**config.mk**
```make
export PLATFORM = sky130hd
export DESIGN_NAME = hctrl_mc_flat
export DESIGN_NICKNAME = d
export VERILOG_FILES = /design/src/rtl/hctrl_mc_if.sv /design/src/rtl/hctrl_mc.sv /design/src/flat_wrapper.sv
export SDC_FILE = /design/constraint.sdc
export NUM_CORES = 1
export LEC_CHECK = 0
export ABC_AREA = 1
export BUFFER_PORTS_ARGS = -buffer_cell sky130_fd_sc_hd__buf_2
export CAP_MARGIN = 20
export CORE_MARGIN = 8
export CORE_UTILIZATION = 57
export CTS_CLUSTER_SIZE = 24
export DETAILED_ROUTE_END_ITERATION = 12
export GPL_TIMING_DRIVEN = 0
export HOLD_SLACK_MARGIN = 0.12
export PLACE_DENSITY = 0.85
export REMOVE_ABC_BUFFERS = 1
export SYNTH_ARGS = -nofsm -noshare
export SYNTH_HDL_FRONTEND = slang
export SYNTH_SLANG_ARGS = --single-unit
```
**constraint.sdc**
```tcl
create_clock -name clk -period 4 [get_ports clk]
set_input_delay 0.8 -clock clk [delete_from_list [all_inputs] [get_ports clk]]
set_output_delay 0.8 -clock clk [all_outputs]
set_load 0.05 [all_outputs]
```
**src/rtl/hctrl_mc_if.sv**
```systemverilog
// Hazard-control bundle: pipeline-stage status toward the hazard unit and
// stall/flush/forward controls back to the pipeline.
interface hctrl_mc_if #(
    parameter int REG_AW = 5,
    parameter int CNT_W  = 32
);
    logic [REG_AW-1:0] ID_Rs, ID_Rt, EX_Rs, EX_Rt;
    logic [REG_AW-1:0] EX_WA, MEM_WA, WB_WA;
    logic              EX_MemtoReg, MEM_MemtoReg;
    logic              EX_RegWrite, MEM_RegWrite, WB_RegWrite;
    logic              ID_Branch, ID_MD_use, EX_MD_start, branch_taken;
    logic              npc_stall, IF_stall, ID_clr, IF_flush;
    logic [1:0]        FowardAE, FowardBE, FowardAD, FowardBD;
    logic              md_busy;
    logic [CNT_W-1:0]  stall_cnt;

    // The pipeline drives stage status and consumes the controls.
    modport master (
        output ID_Rs, ID_Rt, EX_Rs, EX_Rt, EX_WA, MEM_WA, WB_WA,
               EX_MemtoReg, MEM_MemtoReg, EX_RegWrite, MEM_RegWrite, WB_RegWrite,
               ID_Branch, ID_MD_use, EX_MD_start, branch_taken,
        input  npc_stall, IF_stall, ID_clr, IF_flush,
               FowardAE, FowardBE, FowardAD, FowardBD, md_busy, stall_cnt
    );

    // The hazard unit reads stage status and produces the controls.
    modport slave (
        input  ID_Rs, ID_Rt, EX_Rs, EX_Rt, EX_WA, MEM_WA, WB_WA,
               EX_MemtoReg, MEM_MemtoReg, EX_RegWrite, MEM_RegWrite, WB_RegWrite,
               ID_Branch, ID_MD_use, EX_MD_start, branch_taken,
        output npc_stall, IF_stall, ID_clr, IF_flush,
               FowardAE, FowardBE, FowardAD, FowardBD, md_busy, stall_cnt
    );
endinterface

```
**src/rtl/hctrl_mc.sv**
```systemverilog
// Pipeline hazard controller: operand forwarding selects, load-use / branch /
// mul-div stall generation, branch flush, mul-div occupancy tracking and a
// saturating stalled-cycle counter.
// The controls are combinational (stage status plus md_busy only); md_busy
// and stall_cnt are registered. md_dbg_o exposes {busy_state, md_cnt}.
module hctrl_mc #(
    parameter int REG_AW    = 5,
    parameter int MD_LAT    = 4,
    parameter int BR_EX_FWD = 1,
    parameter int CNT_W     = 32
) (
    input  logic        clk,
    input  logic        reset,
    hctrl_mc_if.slave   hz,
    output logic [4:0]  md_dbg_o
);
    typedef enum logic { MD_IDLE = 1'b0, MD_BUSY = 1'b1 } md_state_t;

    localparam logic [3:0] MD_LOAD = 4'(MD_LAT - 1);
    localparam logic       EX_FWD  = (BR_EX_FWD != 0);

    md_state_t        state_q;
    logic [3:0]       md_cnt_q;
    logic             md_busy_q;
    logic [CNT_W-1:0] stall_cnt_q, stall_cnt_d;
    logic             load_stall, br_stall, md_stall, stall;

    // A producer matches a source only when it writes a nonzero register.
    function automatic logic hit(input logic [REG_AW-1:0] src,
                                 input logic [REG_AW-1:0] wa,
                                 input logic              wr);
        return wr && (wa != '0) && (src == wa);
    endfunction

    function automatic logic [1:0] fwd_ex(input logic [REG_AW-1:0] src);
        if (hit(src, hz.MEM_WA, hz.MEM_RegWrite))     return 2'b10;
        else if (hit(src, hz.WB_WA, hz.WB_RegWrite))  return 2'b01;
        else                                          return 2'b00;
    endfunction

    // Without the EX->ID path an EX match falls through to MEM/WB.
    function automatic logic [1:0] fwd_id(input logic [REG_AW-1:0] src);
        if (EX_FWD && hit(src, hz.EX_WA, hz.EX_RegWrite)) return 2'b11;
        else if (hit(src, hz.MEM_WA, hz.MEM_RegWrite))    return 2'b10;
        else if (hit(src, hz.WB_WA, hz.WB_RegWrite))      return 2'b01;
        else                                              return 2'b00;
    endfunction

    // Forwarding selects and stall/flush decisions.
    always_comb begin
        load_stall = hit(hz.ID_Rs, hz.EX_WA,  hz.EX_MemtoReg)  |
                     hit(hz.ID_Rt, hz.EX_WA,  hz.EX_MemtoReg)  |
                     hit(hz.ID_Rs, hz.MEM_WA, hz.MEM_MemtoReg) |
                     hit(hz.ID_Rt, hz.MEM_WA, hz.MEM_MemtoReg);
        br_stall   = !EX_FWD && hz.ID_Branch &&
                     (hit(hz.ID_Rs, hz.EX_WA, hz.EX_RegWrite) |
                      hit(hz.ID_Rt, hz.EX_WA, hz.EX_RegWrite));
        md_stall   = hz.ID_MD_use && md_busy_q;
        stall      = load_stall | br_stall | md_stall;
    end

    assign hz.npc_stall = stall;
    assign hz.IF_stall  = stall;
    assign hz.ID_clr    = stall;
    assign hz.IF_flush  = hz.branch_taken & ~stall;
    assign hz.FowardAE  = fwd_ex(hz.EX_Rs);
    assign hz.FowardBE  = fwd_ex(hz.EX_Rt);
    assign hz.FowardAD  = fwd_id(hz.ID_Rs);
    assign hz.FowardBD  = fwd_id(hz.ID_Rt);
    assign hz.md_busy   = md_busy_q;
    assign hz.stall_cnt = stall_cnt_q;
    assign md_dbg_o     = {state_q == MD_BUSY, md_cnt_q};

    // Mul/div occupancy FSM; a new issue while busy is ignored.
    always_ff @(posedge clk) begin
        if (reset) begin
            state_q   <= MD_IDLE;
            md_cnt_q  <= 4'd0;
            md_busy_q <= 1'b0;
        end else begin
            case (state_q)
                MD_IDLE: begin
                    if (hz.EX_MD_start) begin
                        state_q   <= MD_BUSY;
                        md_cnt_q  <= MD_LOAD;
                        md_busy_q <= 1'b1;
                    end
                end
                MD_BUSY: begin
                    if (md_cnt_q != 4'd0) begin
                        md_cnt_q <= md_cnt_q - 4'd1;
                    end else begin
                        state_q   <= MD_IDLE;
                        md_busy_q <= 1'b0;
                    end
                end
                default: begin
                    state_q   <= MD_IDLE;
                    md_busy_q <= 1'b0;
                end
            endcase
        end
    end

    // Stalled-cycle count holds at all-ones instead of wrapping.
    always_comb begin
        stall_cnt_d = stall_cnt_q;
        if (stall && (stall_cnt_q != '1)) stall_cnt_d = stall_cnt_q + CNT_W'(1);
    end

    // Stall counter register.
    always_ff @(posedge clk) begin
        if (reset) stall_cnt_q <= '0;
        else       stall_cnt_q <= stall_cnt_d;
    end
endmodule

```
**src/flat_wrapper.sv**
```systemverilog
// flat-port wrapper written by rule: the top's interface ports become plain ports
module hctrl_mc_flat 
#(
    parameter int REG_AW    = 5,
    parameter int MD_LAT    = 4,
    parameter int BR_EX_FWD = 1,
    parameter int CNT_W     = 32
)
  (clk, reset, md_dbg_o, hz_ID_Rs, hz_ID_Rt, hz_EX_Rs, hz_EX_Rt, hz_EX_WA, hz_MEM_WA, hz_WB_WA, hz_EX_MemtoReg, hz_MEM_MemtoReg, hz_EX_RegWrite, hz_MEM_RegWrite, hz_WB_RegWrite, hz_ID_Branch, hz_ID_MD_use, hz_EX_MD_start, hz_branch_taken, hz_npc_stall, hz_IF_stall, hz_ID_clr, hz_IF_flush, hz_FowardAE, hz_FowardBE, hz_FowardAD, hz_FowardBD, hz_md_busy, hz_stall_cnt);
  hctrl_mc_if #(.REG_AW(REG_AW), .CNT_W(CNT_W)) hz_i ();
  input  logic clk;
  input  logic reset;
  output logic [4:0] md_dbg_o;
  input wire logic [$bits(hz_i.ID_Rs)-1:0] hz_ID_Rs;
  input wire logic [$bits(hz_i.ID_Rt)-1:0] hz_ID_Rt;
  input wire logic [$bits(hz_i.EX_Rs)-1:0] hz_EX_Rs;
  input wire logic [$bits(hz_i.EX_Rt)-1:0] hz_EX_Rt;
  input wire logic [$bits(hz_i.EX_WA)-1:0] hz_EX_WA;
  input wire logic [$bits(hz_i.MEM_WA)-1:0] hz_MEM_WA;
  input wire logic [$bits(hz_i.WB_WA)-1:0] hz_WB_WA;
  input wire logic [$bits(hz_i.EX_MemtoReg)-1:0] hz_EX_MemtoReg;
  input wire logic [$bits(hz_i.MEM_MemtoReg)-1:0] hz_MEM_MemtoReg;
  input wire logic [$bits(hz_i.EX_RegWrite)-1:0] hz_EX_RegWrite;
  input wire logic [$bits(hz_i.MEM_RegWrite)-1:0] hz_MEM_RegWrite;
  input wire logic [$bits(hz_i.WB_RegWrite)-1:0] hz_WB_RegWrite;
  input wire logic [$bits(hz_i.ID_Branch)-1:0] hz_ID_Branch;
  input wire logic [$bits(hz_i.ID_MD_use)-1:0] hz_ID_MD_use;
  input wire logic [$bits(hz_i.EX_MD_start)-1:0] hz_EX_MD_start;
  input wire logic [$bits(hz_i.branch_taken)-1:0] hz_branch_taken;
  output wire logic [$bits(hz_i.npc_stall)-1:0] hz_npc_stall;
  output wire logic [$bits(hz_i.IF_stall)-1:0] hz_IF_stall;
  output wire logic [$bits(hz_i.ID_clr)-1:0] hz_ID_clr;
  output wire logic [$bits(hz_i.IF_flush)-1:0] hz_IF_flush;
  output wire logic [$bits(hz_i.FowardAE)-1:0] hz_FowardAE;
  output wire logic [$bits(hz_i.FowardBE)-1:0] hz_FowardBE;
  output wire logic [$bits(hz_i.FowardAD)-1:0] hz_FowardAD;
  output wire logic [$bits(hz_i.FowardBD)-1:0] hz_FowardBD;
  output wire logic [$bits(hz_i.md_busy)-1:0] hz_md_busy;
  output wire logic [$bits(hz_i.stall_cnt)-1:0] hz_stall_cnt;
  assign hz_i.ID_Rs = hz_ID_Rs;
  assign hz_i.ID_Rt = hz_ID_Rt;
  assign hz_i.EX_Rs = hz_EX_Rs;
  assign hz_i.EX_Rt = hz_EX_Rt;
  assign hz_i.EX_WA = hz_EX_WA;
  assign hz_i.MEM_WA = hz_MEM_WA;
  assign hz_i.WB_WA = hz_WB_WA;
  assign hz_i.EX_MemtoReg = hz_EX_MemtoReg;
  assign hz_i.MEM_MemtoReg = hz_MEM_MemtoReg;
  assign hz_i.EX_RegWrite = hz_EX_RegWrite;
  assign hz_i.MEM_RegWrite = hz_MEM_RegWrite;
  assign hz_i.WB_RegWrite = hz_WB_RegWrite;
  assign hz_i.ID_Branch = hz_ID_Branch;
  assign hz_i.ID_MD_use = hz_ID_MD_use;
  assign hz_i.EX_MD_start = hz_EX_MD_start;
  assign hz_i.branch_taken = hz_branch_taken;
  assign hz_npc_stall = hz_i.npc_stall;
  assign hz_IF_stall = hz_i.IF_stall;
  assign hz_ID_clr = hz_i.ID_clr;
  assign hz_IF_flush = hz_i.IF_flush;
  assign hz_FowardAE = hz_i.FowardAE;
  assign hz_FowardBE = hz_i.FowardBE;
  assign hz_FowardAD = hz_i.FowardAD;
  assign hz_FowardBD = hz_i.FowardBD;
  assign hz_md_busy = hz_i.md_busy;
  assign hz_stall_cnt = hz_i.stall_cnt;
  hctrl_mc #(.REG_AW(REG_AW), .MD_LAT(MD_LAT), .BR_EX_FWD(BR_EX_FWD), .CNT_W(CNT_W)) u_core (.clk(clk), .reset(reset), .hz(hz_i), .md_dbg_o(md_dbg_o));
endmodule
```
==> flow_metrics.tcl <==
set metrics [dict create \
    status "finished clean" \
    maxCapViolations 0 \
    holdPathEnd "u_core.hz.stall_cnt[31]$_SDFFE_PP0P_" \
    grtUsageTotal_pct 22.3 \
    critical-path-max-stage-delay_ps 620 \
    num_vias 3597 \
    placement.cell_area_um2 3630 \
    yosysWarningCount 0 \
    drive_gt1_share_pct 18.8 \
    routedWlPerCell_um 14.0 \
    vias_cell 5.34 \
    maxSlewViolCount 0 \
    final-hold-violation-count 0 \
    portBuffers 94 \
    boundary_pin_count 96 \
    clk_path_buf_depth 2 \
    firstDrtPassIters 10 \
    net_total_in_the_final_layout 649 \
    synth.distinct_cells 31 \
    detail_route.drc_violations 0 \
    cell_area_after_technology_mapping_um2 3220 \
    synth.yosys.seq_area_share_pct 23.6 \
    grt_pass1_vias 3517 \
    crit_buf_inv 2 \
    static-leakage-power_nw 1.79 \
    synth.area.top_cells "sky130_fd_sc_hd__dfxtp_1 24%, sky130_fd_sc_hd__nand2_1 19%, sky130_fd_sc_hd__nand3_1 8.4%, sky130_fd_sc_hd__xor2_1 7.6%, sky130_fd_sc_hd__xnor2_1 7.3%" \
    clock_tree_from_tritoncts "yes" \
    postSynthAreaPerCell_um2 6.12 \
    timing.max_slew.rel_slack_pct 46.2 \
    path_delay_family "simple AND/OR/NAND/NOR gates" \
    die_w_um 91.1 \
    placement_rows 27 \
    utilization_pct 68.8 \
    gpl.final_weighted_congestion 0.909 \
    timing.critical_path.fanout_max 37 \
    core_area_um2 5470 \
    post-layout-total-power_mw 1.03 \
    initial_antenna_violation_count 0 \
    rsz0062_at_grt "no" \
    antenna-diode-count 0 \
    critical-path-slowest-cell "sky130_fd_sc_hd__nand3_2" \
    critical-path-top-cell-by-count "sky130_fd_sc_hd__nor2_1" \
    grt_first_pass_wirelength_um 16000 \
    synth_largest_area_cell "sky130_fd_sc_hd__dfxtp_1" \
    irDropWorstVdd_mv 0.222 \
    die_area_um2 8310 \
    yosysTopAreaCellShare_pct 23.6 \
    cts.repair_timing.setup_buffer_count 0 \
    detail_route.iter0.violations 257 \
    fin_crit_ps 3450 \
    hold_path_startpoint "u_core.hz.stall_cnt[31]$_SDFFE_PP0P_" \
    timing.setup.critical_path_class "input port to output port" \
    crit_path_capture_type "output port" \
    worstSkewPairLatency_ps 300 \
    clk_root_buffer_cell "sky130_fd_sc_hd__clkbuf_8" \
    antenna_left 0 \
    area_delta_synth_final_pct 17.0 \
    cp_data_required_time_ps 3200 \
    hold_path_class "flip-flop to flip-flop" \
    final.setup.tns_ps 0 \
    worstSetupStartpointType "input port" \
    post-dp-hpwl_um 7220 \
    die_h_um 91.1 \
    crit-reg2reg-launch "u_core.hz.stall_cnt[0]$_SDFFE_PP0P_" \
    final-setup-viol-count 0 \
    whs_path_depth 2 \
    crit_arrival_ps 2650 \
    final_cell_area_um2 3770 \
    clock_tree.htree_level_count 2 \
    clk_pin_slew_worst_paths_ps 90 \
    critical_r2r_capture "u_core.hz.stall_cnt[23]$_SDFFE_PP0P_" \
    synthCells 526 \
    p_per_cell_area_nw_per_um2 274 \
    ys_ff_latch 38 \
    wl_final_um 9420 \
    fmax_ghz 0.290 \
    cts_hold_repair.buffers 0 \
    grt_start_max_net_pins 38 \
    timing.reg2reg.setup_slack_ps 1480 \
    post-route-period-util_pct 86.1 \
    tritoncts_sink_count 38 \
    tritoncts.num_buffers 5 \
    cts.repair.resized 0 \
    reg2reg_depth 9 \
    path_cells "buf_2, nor2_1, nor2_1, nor2_1, nand3_1, nand2_1, nand2_1, nand3_2, nor2_1, buf_2" \
    fin_skew_ps 14.3 \
    start_util_pct 58.8 \
    worstMarginPinSlew_ps 806 \
    globalRouteOverflowTotal 0 \
]
cells by family (layout without fill, tap and decap cells):
logic type                 Yosys count  after routing  synth area share, %
AOI/OAI and AO/OA                   46             46                 7.43
adders and majority gates            3              3                 1.17
DFF                                 38             38                 23.6
and+or+nand+nor                    309            309                 42.5
buffers and inverters               75            150                 10.3
xor gates and xnor gates            55             55                 15.0
cell usage after synthesis, drive strengths merged:
cell type / instances
nand2: 161
nand3: 55
nor2: 54
inv: 48
a21oi: 38
dfxtp: 38
xor2: 28
xnor2: 27
buf: 16
nor3: 15
clkbuf: 11
nand4: 9
nand3b: 8
o21ai: 5
nor4: 4
ha: 3
o31ai: 2
or2: 2
a311oi: 1
nor3b: 1
final cells by class:
cell class,instances,area [um^2]
clock buffers,5,68.8
clock inverters,3,68.8
fillers,507,1710
inverters,48,180
multi-input cells,413,2130
flip-flops and latches,38,761
well taps,72,90.1
repair buffers,94,470
stage by stage:
step | instances | setup slack [ps] | hold WS (ps)
after global routing | 673 | 414 | 527
after floorplan | 499 | -155 | 689
after CTS | 673 | 589 | 484
after global placement | 665 | 593 | 462
after detailed placement | 665 | 592 | 473
final | 673 | 554 | 483
state kept, by name, indices dropped and copies added (netlist names):
name	cells
u_core.hz.md_busy	1
u_core.hz.stall_cnt	32
u_core.state_q	1
u_core.md_cnt_q	4
layer usage:
layer / vias to the layer above / wire length, um / global-route usage, %
li1: 1825 / - / -
met5: - / 0 / 0
met2: 145 / 4560 / 39.2
met3: 21 / 663 / 4.61
met4: 0 / 230 / 8.05
met1: 1606 / 3960 / 26.1
tightest hold or removal path: cells and delay by family, from the launching register on:
kind,cells,cell delay (ps)
AOI/OAI and AO/OA,1,50
DFF,1,330
and+or+nand+nor,1,60
worst max-delay path by stage:
stage / to / cells past startpoint / from
2_1_floorplan: hz_IF_flush / 7 / hz_MEM_WA[1]
3_3_place_gp: hz_IF_flush / 9 / hz_EX_WA[2]
3_5_place_dp: hz_IF_flush / 10 / hz_MEM_WA[0]
4_1_cts: hz_IF_flush / 10 / hz_MEM_WA[0]
5_1_grt: hz_IF_flush / 11 / hz_MEM_WA[1]
6_report: hz_IF_flush / 10 / hz_MEM_WA[0]
power breakdown:
part	switching, mW	internal (mW)
combinational	0.163	0.0719
sequential	0.00739	0.386
clock	0.152	0.250
total	0.323	0.708
cells in the final DEF (no fill, tap or decap), types with 5 or more instances in the layout:
cell | synthesis | final
sky130_fd_sc_hd__nand2_1 | 159 | 159
sky130_fd_sc_hd__nand4_1 | 9 | 9
sky130_fd_sc_hd__a21oi_1 | 38 | 38
sky130_fd_sc_hd__dfxtp_1 | 38 | 38
sky130_fd_sc_hd__o21ai_0 | 5 | 5
sky130_fd_sc_hd__xnor2_1 | 27 | 27
sky130_fd_sc_hd__nor3_1 | 14 | 14
sky130_fd_sc_hd__inv_1 | 46 | 46
sky130_fd_sc_hd__clkbuf_8 | 0 | 5
sky130_fd_sc_hd__xor2_1 | 28 | 28
sky130_fd_sc_hd__nand3_1 | 54 | 54
sky130_fd_sc_hd__nor2_1 | 53 | 53
sky130_fd_sc_hd__buf_2 | 6 | 94
sky130_fd_sc_hd__nand3b_1 | 7 | 7
Note: power is estimated with default switching activity, not from simulation.
